**src/rtl/team_02_uart_tx.sv**
```systemverilog
// Buffered 8N1 UART transmitter for one GPIO pin.
// Optional even-parity bit when TEAM_02_UART_TX_PARITY_EN is defined.
//
// Parameters:
//   CLKS_PER_BIT  clock cycles per serial bit (>= 2)
//   FIFO_DEPTH    transmit FIFO entries (power of 2, >= 2)
// Ports:
//   clk      system clock
//   nrst     async active-low reset
//   en       block enable; low flushes and releases the pin
//   wr_en    write strobe
//   wr_data  byte to queue
//   full     FIFO full (registered)
//   busy     frame in progress or FIFO non-empty
//   tx_out   serial line value
//   tx_oeb   active-low output enable
module team_02_uart_tx #(
  parameter int CLKS_PER_BIT = 100,
  parameter int FIFO_DEPTH   = 4
) (
  input  logic       clk,
  input  logic       nrst,
  input  logic       en,
  input  logic       wr_en,
  input  logic [7:0] wr_data,
  output logic       full,
  output logic       busy,
  output logic       tx_out,
  output logic       tx_oeb
);

  localparam int AW = $clog2(FIFO_DEPTH);
  localparam int CW = $clog2(CLKS_PER_BIT);
  localparam logic [CW-1:0] CMAX =
    CW'(CLKS_PER_BIT - 1);

  typedef enum logic [2:0] {
    S_IDLE,
    S_START,
    S_DATA,
`ifdef TEAM_02_UART_TX_PARITY_EN
    S_PAR,
`endif
    S_STOP
  } state_t;

  state_t          state_q, state_n;
  logic [CW-1:0]   cnt_q, cnt_n;
  logic [2:0]      bit_q, bit_n;
  logic [7:0]      sh_q, sh_n;
`ifdef TEAM_02_UART_TX_PARITY_EN
  logic            par_q, par_n;
`endif

  logic [7:0]      mem [FIFO_DEPTH];
  logic [AW:0]     wptr_q, wptr_n;
  logic [AW:0]     rptr_q, rptr_n;
  logic            push, pop;
  logic            empty;
  logic            tc;
  logic [7:0]      head;

  logic            tx_d, busy_d;
  logic            full_d, oeb_d;

  assign empty = (wptr_q == rptr_q);
  assign head  = mem[rptr_q[AW-1:0]];
  assign tc    = (cnt_q == CMAX);
  // full is the registered status of
  // the current pointers, so a same-cycle
  // pop never frees room for a write.
  assign push  = wr_en && !full && en;

  // state register
  always_ff @(posedge clk or negedge nrst) begin
    if (!nrst) begin
      state_q <= S_IDLE;
      cnt_q   <= '0;
      bit_q   <= '0;
      sh_q    <= '0;
      wptr_q  <= '0;
      rptr_q  <= '0;
`ifdef TEAM_02_UART_TX_PARITY_EN
      par_q   <= 1'b0;
`endif
    end else begin
      state_q <= state_n;
      cnt_q   <= cnt_n;
      bit_q   <= bit_n;
      sh_q    <= sh_n;
      wptr_q  <= wptr_n;
      rptr_q  <= rptr_n;
`ifdef TEAM_02_UART_TX_PARITY_EN
      par_q   <= par_n;
`endif
    end
  end

  always_ff @(posedge clk) begin
    if (push)
      mem[wptr_q[AW-1:0]] <= wr_data;
  end

  // next-state logic
  always_comb begin
    state_n = state_q;
    cnt_n   = cnt_q;
    bit_n   = bit_q;
    sh_n    = sh_q;
    pop     = 1'b0;
`ifdef TEAM_02_UART_TX_PARITY_EN
    par_n   = par_q;
`endif
    if (!en) begin
      state_n = S_IDLE;
      cnt_n   = '0;
      bit_n   = '0;
    end else begin
      if (state_q != S_IDLE)
        cnt_n = tc ? '0 : cnt_q + CW'(1);
      unique case (state_q)
        S_IDLE: begin
          if (!empty) begin
            pop     = 1'b1;
            sh_n    = head;
            cnt_n   = '0;
            bit_n   = '0;
            state_n = S_START;
`ifdef TEAM_02_UART_TX_PARITY_EN
            par_n   = ^head;
`endif
          end
        end
        S_START: begin
          if (tc)
            state_n = S_DATA;
        end
        S_DATA: begin
          if (tc) begin
            sh_n  = sh_q >> 1;
            bit_n = bit_q + 3'd1;
            if (bit_q == 3'd7)
`ifdef TEAM_02_UART_TX_PARITY_EN
              state_n = S_PAR;
`else
              state_n = S_STOP;
`endif
          end
        end
`ifdef TEAM_02_UART_TX_PARITY_EN
        S_PAR: begin
          if (tc)
            state_n = S_STOP;
        end
`endif
        S_STOP: begin
          if (tc) begin
            // chain the next frame with
            // no idle gap
            if (!empty) begin
              pop     = 1'b1;
              sh_n    = head;
              bit_n   = '0;
              state_n = S_START;
`ifdef TEAM_02_UART_TX_PARITY_EN
              par_n   = ^head;
`endif
            end else begin
              state_n = S_IDLE;
            end
          end
        end
        default: state_n = S_IDLE;
      endcase
    end
    if (!en) begin
      wptr_n = '0;
      rptr_n = '0;
    end else begin
      wptr_n = wptr_q + (AW+1)'(push);
      rptr_n = rptr_q + (AW+1)'(pop);
    end
  end

  // output logic, from next state so
  // the registered pins line up with it
  always_comb begin
    tx_d = 1'b1;
    unique case (state_n)
      S_START: tx_d = 1'b0;
      S_DATA:  tx_d = sh_n[0];
`ifdef TEAM_02_UART_TX_PARITY_EN
      S_PAR:   tx_d = par_n;
`endif
      default: tx_d = 1'b1;
    endcase
    busy_d = (state_n != S_IDLE) ||
             (wptr_n != rptr_n);
    full_d = (wptr_n[AW] != rptr_n[AW]) &&
             (wptr_n[AW-1:0] ==
              rptr_n[AW-1:0]);
    oeb_d  = !en;
  end

  always_ff @(posedge clk or negedge nrst) begin
    if (!nrst) begin
      tx_out <= 1'b1;
      tx_oeb <= 1'b1;
      full   <= 1'b0;
      busy   <= 1'b0;
    end else begin
      tx_out <= tx_d;
      tx_oeb <= oeb_d;
      full   <= full_d;
      busy   <= busy_d;
    end
  end

endmodule

```
**config.mk**
```make
export PLATFORM = sky130hd
export DESIGN_NAME = team_02_uart_tx
export DESIGN_NICKNAME = d
export VERILOG_FILES = /design/src/rtl/team_02_uart_tx.sv
export SDC_FILE = /design/constraint.sdc
export NUM_CORES = 1
export LEC_CHECK = 0
export ABC_AREA = 1
export CAP_MARGIN = 20
export CORE_MARGIN = 3
export CORE_UTILIZATION = 25
export DETAILED_ROUTE_END_ITERATION = 6
export GPL_ROUTABILITY_DRIVEN = 0
export PLACE_DENSITY = 0.42
export SETUP_SLACK_MARGIN = 0.5
export SLEW_MARGIN = 20
export SYNTH_ARGS = -nofsm -noshare
export SYNTH_HDL_FRONTEND = slang
export SYNTH_SLANG_ARGS = --single-unit
```
**constraint.sdc**
```tcl
create_clock -name clk -period 2.9 [get_ports clk]
set_input_delay 0.87 -clock clk [delete_from_list [all_inputs] [get_ports clk]]
set_output_delay 0.87 -clock clk [all_outputs]
set_load 0.1 [all_outputs]
```
* Yosys cells after proc, flatten, opt, wreduce, memory -nomap -nowiden
Memories as Yosys holds them, arrays and structs flattened.
Index checks and enable logic that the tools add are counted.
** Word-level totals
- Register bits :: 31
- Bits in writable memories :: 32
- Input port bits :: 12
- Output and inout port bits :: 4
- Logic and storage cells :: 76
- Memories :: 1
** Operators by class
- $add $sub $neg :: 4
- Eq/ne operators :: 16
- Mux-type cells :: 32
- Reductions and logical operators :: 12
** Memory list
- mem :: words 4, bits a word 8, read ports 1, clocked after memory_dff 0, wr ports 1, RTL line 55 : logic [7:0] mem [FIFO_DEPTH];
** Operators by type and width (count)
- $mux 3 :: 12
- $mux 7 :: 5
- $mux 8 :: 3
- $pmux 8 s3 :: 1
- $pmux 3 s4 :: 1
- $eq 3x2->1 const B :: 3
- $pmux 3 s3 :: 1
- $reduce_bool 3->1 :: 3
- $add 7x1->7 const B :: 1
- $eq 7x7->1 const B :: 1
- $mux 1 :: 7
- $add 3x1->3 :: 2
- $eq 3x1->1 const B :: 2
- $ne 3x3->1 const B :: 2
- $ne 2x2->1 const B :: 2
- $ne 4x1->1 const B :: 1
- $pmux 1 s2 :: 2
- $reduce_and 4->1 :: 1
- $add 3x1->3 const B :: 1
- $eq 3x3->1 :: 1
- $eq 3x3->1 const B :: 1
- $logic_and 1x1->1 :: 3
- $logic_not 3->1 :: 1
- $ne 3x3->1 :: 1
- 5 further kinds :: 6

* Depth between registers and ports, before layout
- Depth after elaboration :: 9
- Mapped depth :: 14
- Depth with buffers taken out :: 14

* Worst setup path after synthesis
OpenSTA, ideal clock, no wires.
- Kind :: in2reg
- From :: input port en
- To :: memory mem[0][0], enable pin
- Setup time :: 0.383 ns
- Data arrival time :: 1.853 ns
- Slack :: 0.664 ns
- Stages :: 4
- Path through :: inv_2 -> nor3_1 -> inv_2 -> nor3_1
** On the way
- Longest elaborated chain between the ends :: 3
** RTL lines
- start, declared :: RTL line 23 : input logic en,
- $logic_and 1x1->1 :: RTL line 72 : assign push = wr_en && !full && en;
- $mux 1 :: RTL line 100 : if (push)
- $mux 1 (not written as such) :: RTL line 101 : mem[wptr_q[AW-1:0]] <= wr_data;
- end, declared :: RTL line 55
No other way between the ends.

* Final worst setup path
- From :: register cnt_q[1]
- To :: register busy
** On the way
- Longest elaborated chain between the ends :: 8
- Elaborated cells between the ends (all ways) :: 14
** RTL lines
- start, declared :: RTL line 48 : logic [CW-1:0] cnt_q, cnt_n;
- start signal, assigned :: RTL line 88 : cnt_q <= cnt_n;
- $eq 7x7->1 * :: RTL line 68 : assign tc = (cnt_q == CMAX);
- $mux 1 :: RTL line 157 : if (tc) begin
- $pmux 1 s2 :: RTL line 121 : unique case (state_q)
- $mux 1 :: RTL line 114 : if (!en) begin
- $add 3x1->3 :: RTL line 181 : rptr_n = rptr_q + (AW+1)'(pop);
- $mux 3 :: RTL line 176 : if (!en) begin
- $ne 3x3->1 :: RTL line 198 : (wptr_n != rptr_n);
- $logic_or 1x1->1 * :: RTL line 197 : busy_d = (state_n != S_IDLE) ||
- net busy_d :: RTL line 63 : logic tx_d, busy_d;
- end signal, assigned :: RTL line 215 : busy <= busy_d;
- end, declared :: RTL line 27 : output logic busy,
The timed path passes the listed nets; every way through them passes the cells marked *.
A chain may end at the register's enable or synchronous reset.

==> out/metrics.yaml <==
ctsResizeCount: 0
worst-r2r-cell-count: 13
rsz0062_at_grt: "false"
syn_to_final_growth_pct: 25.07
worstHoldStart: "bit_q[2]"
detail-route-antenna-nets: 0
ys_warn_count: 0
holdCritPathClass: "register to register"
crit_fanout: 5
synth_nets: 318
required_ns: 3.11
p_int_w: 0.001817
criticalPathCategory: "register to register"
die_h_um: 115.8
pwr-share-clk_pct: 49.8
nets: 350
wl_per_cell_um: 13.22
port_buffers: 15
min_period_ns: 2.220
peakVddDrop_mv: 0.2188
hold_end: "bit_q[2]"
min_delay_path_depth: 2
vias: 2081
r2r-end: "busy"
synth_flop_cell: "edfxtp_1"
diodes: 0
startpoint_type: "register"
cts_buffer_depth: 2
arrival_ns: 2.43
r2r-start: "cnt_q[1]"
status: "finished, final reports clean"
synthArstFlopShare_pct: 49.21
setup_violations: 0
die_w_um: 115.8
grt_pass1_wl_mm: 10.55
p_seq_share_pct: 42.1
grt-ovfl-total: 0
synth.ff_latch_count: 63
clk_pin_slew_ns: 0.05
crit_slowest_cell: "dfrtp_1"
fmax_mhz: 450.5
power_leakage_nw: 1.700
pin_count: 16
dieArea_sq_um: 13410
crit_chain: "ha_2 -> nand2_1 -> inv_2 -> nand3_4 -> nand2_4 -> nand3_2 -> nor2_2 -> ha_2 -> ha_2 -> xor2_1 -> nand2_1 -> xnor2_2 -> nand4_1"
reg2reg_slack_ns: 0.68
post_cts_buffers: 0
drc: 0
vias_per_cell: 4.344
synth_edf_count: 32
cts_hold_buf: 0
drive_above_1_share_pct: 22.02
slew_violations: 0
avgSynthCellArea_sq_um: 10.08
postRouteWirelength_mm: 6.334
synthesis.area_sq_um: 3014
grt_max_degree: 32
dpl.hpwl_mm: 4.322
switching_power_w: 0.0005413
fin_tns_setup_ns: 0
cts-htree-levels: 3
cp-end-kind: "register"
root_buffer: "clkbuf_16"
hold_viol: 0
numCtsBuffers: 9
clk_latency_ns: 0.34
stdcell_area_sq_um: 3770
drt_pass1_iterations: 4
num_rows: 39
whs_ns: 0.4806
cts.sinks: 63
skew_ns: 0.01114
comb_power_share_pct: 8.1
placed_cell_area_sq_um: 3391
synth_cells: 299
worst_path_most_repeated_cell: "ha_2"
core_sq_um: 11610
yosysUniqueCellTypes: 35
slowest_delay_ns: 0.37
cap_violations: 0
seq_area_frac_synth_pct: 57.70
power_density_nw_per_um2: 625.5
antenna_found_initial: 0
cts_tree: "yes"
grt_usage_pct: 10.48
initial_core_util_pct: 25.95
p_sw_share_pct: 22.96
period_share_pct: 76.54
drtIter0Drc: 69
grt_pass1_vias: 2031
## cell usage in the layout (no fill, tap or decap), types with 4 or more instances in the layout
cell,n
a21oi_1,11
buf_4,13
clkbuf_16,9
clkdlybuf4s50_1,10
dfrtp_1,29
edfxtp_1,32
ha_1,4
inv_1,26
inv_2,7
nand2_1,74
nand2_2,7
nand2_4,5
nand3_1,14
nor2_1,20
nor2_4,4
nor3_1,5
o21ai_0,14
xnor2_1,4
xor2_1,4
## how the worst max path moves through the flow
| stage | slack [ns] | from | end |
|---|---|---|---|
| after floorplan | 0.66 | en | mem[0][0] |
| after global placement | 0.24 | en | busy |
| after detailed placement | 0.21 | en | busy |
| after CTS | 0.55 | en | busy |
| after global routing | 0.47 | cnt_q[1] | busy |
| final | 0.68 | cnt_q[1] | busy |
## through the flow
step                      worst slack, ns  utilization (%)  power [W]  cells
after floorplan                    0.6641                -   0.001126    299
after global placement             0.2383            29.20   0.001199    463
after detailed placement           0.2053            29.20   0.001199    463
after CTS                          0.5470            31.99   0.002377    479
after global routing               0.4691            32.46   0.002451    479
final                              0.6804            32.46   0.002358    479
## critical path, delay by kind of cell, from the launching register on
kind	cells	cell delay [ns]
xor+xnor	2	0.34
fa+ha+maj	3	0.55
flops	1	0.37
simple gates	7	0.76
buf+inv	1	0.06
## cells in the mapped netlist (2+ instances only)
master / instances / share of area (%)
buf_2: 5 / 0.83
o21ai_0: 14 / 2.3
nand2_4: 4 / 1.5
nor2_1: 21 / 2.6
nand2_2: 7 / 1.5
nand2_1: 75 / 9.3
nor3_1: 6 / 1.0
inv_1: 26 / 3.2
a21oi_1: 11 / 1.8
nand4_1: 3 / 0.62
inv_2: 8 / 1.0
a22o_1: 3 / 0.87
o22a_1: 3 / 0.87
ha_1: 7 / 2.9
xnor2_1: 5 / 1.5
xor2_1: 4 / 1.2
nand3_1: 15 / 2.5
dfrtp_1: 29 / 24
edfxtp_1: 32 / 32
nand3_4: 2 / 1.2
dfstp_2: 2 / 1.7
nor2_4: 4 / 1.5
## state kept, by name (all words and copies together), names as in the netlist
| signal | count |
|---|---|
| state_q | 3 |
| rptr_q | 3 |
| tx_out | 1 |
| sh_q | 8 |
| tx_oeb | 1 |
| full | 1 |
| cnt_q | 7 |
| bit_q | 3 |
| busy | 1 |
| mem | 32 |
| wptr_q | 3 |
## cell families after synthesis
kind of cell / synth area share [%]
xor gates and xnor gates: 2.615
other: 0.1244
DFF: 57.70
AOI/OAI and AO/OA: 7.140
and+or+nand+nor: 24.24
buffers and inverters: 5.272
adders and majority gates: 2.906
## metal layers
| layer | global-route usage, % | share of wire (%) | wire, um |
|---|---|---|---|
| met5 | 0 | 0 | 0 |
| met1 | 13.74 | 48 | 3033 |
| met4 | 5.800 | 2.2 | 141 |
| met3 | 2.350 | 2.7 | 169 |
| met2 | 16.03 | 47 | 2990 |
## power groups by stage
| stage | logic, W | clock network, W | registers [W] |
|---|---|---|---|
| 2_1_floorplan | 0.0000929 | 0 | 0.00103 |
| 3_3_place_gp | 0.000189 | 0 | 0.00101 |
| 3_5_place_dp | 0.000189 | 0 | 0.00101 |
| 4_1_cts | 0.000190 | 0.00119 | 0.000993 |
| 5_1_grt | 0.000213 | 0.00124 | 0.000997 |
| 6_report | 0.000191 | 0.00117 | 0.000994 |
## area by class of cell
cell class | instances | area, sq um
clock buffers | 11 | 242.7
repair buffers | 26 | 232.7
well taps | 143 | 178.9
multi-input cells | 196 | 1159
fillers | 1197 | 7844
clock inverters | 5 | 81.33
inverters | 35 | 136.4
flip-flops and latches | 63 | 1739
Power figures use the tool's default switching activity.
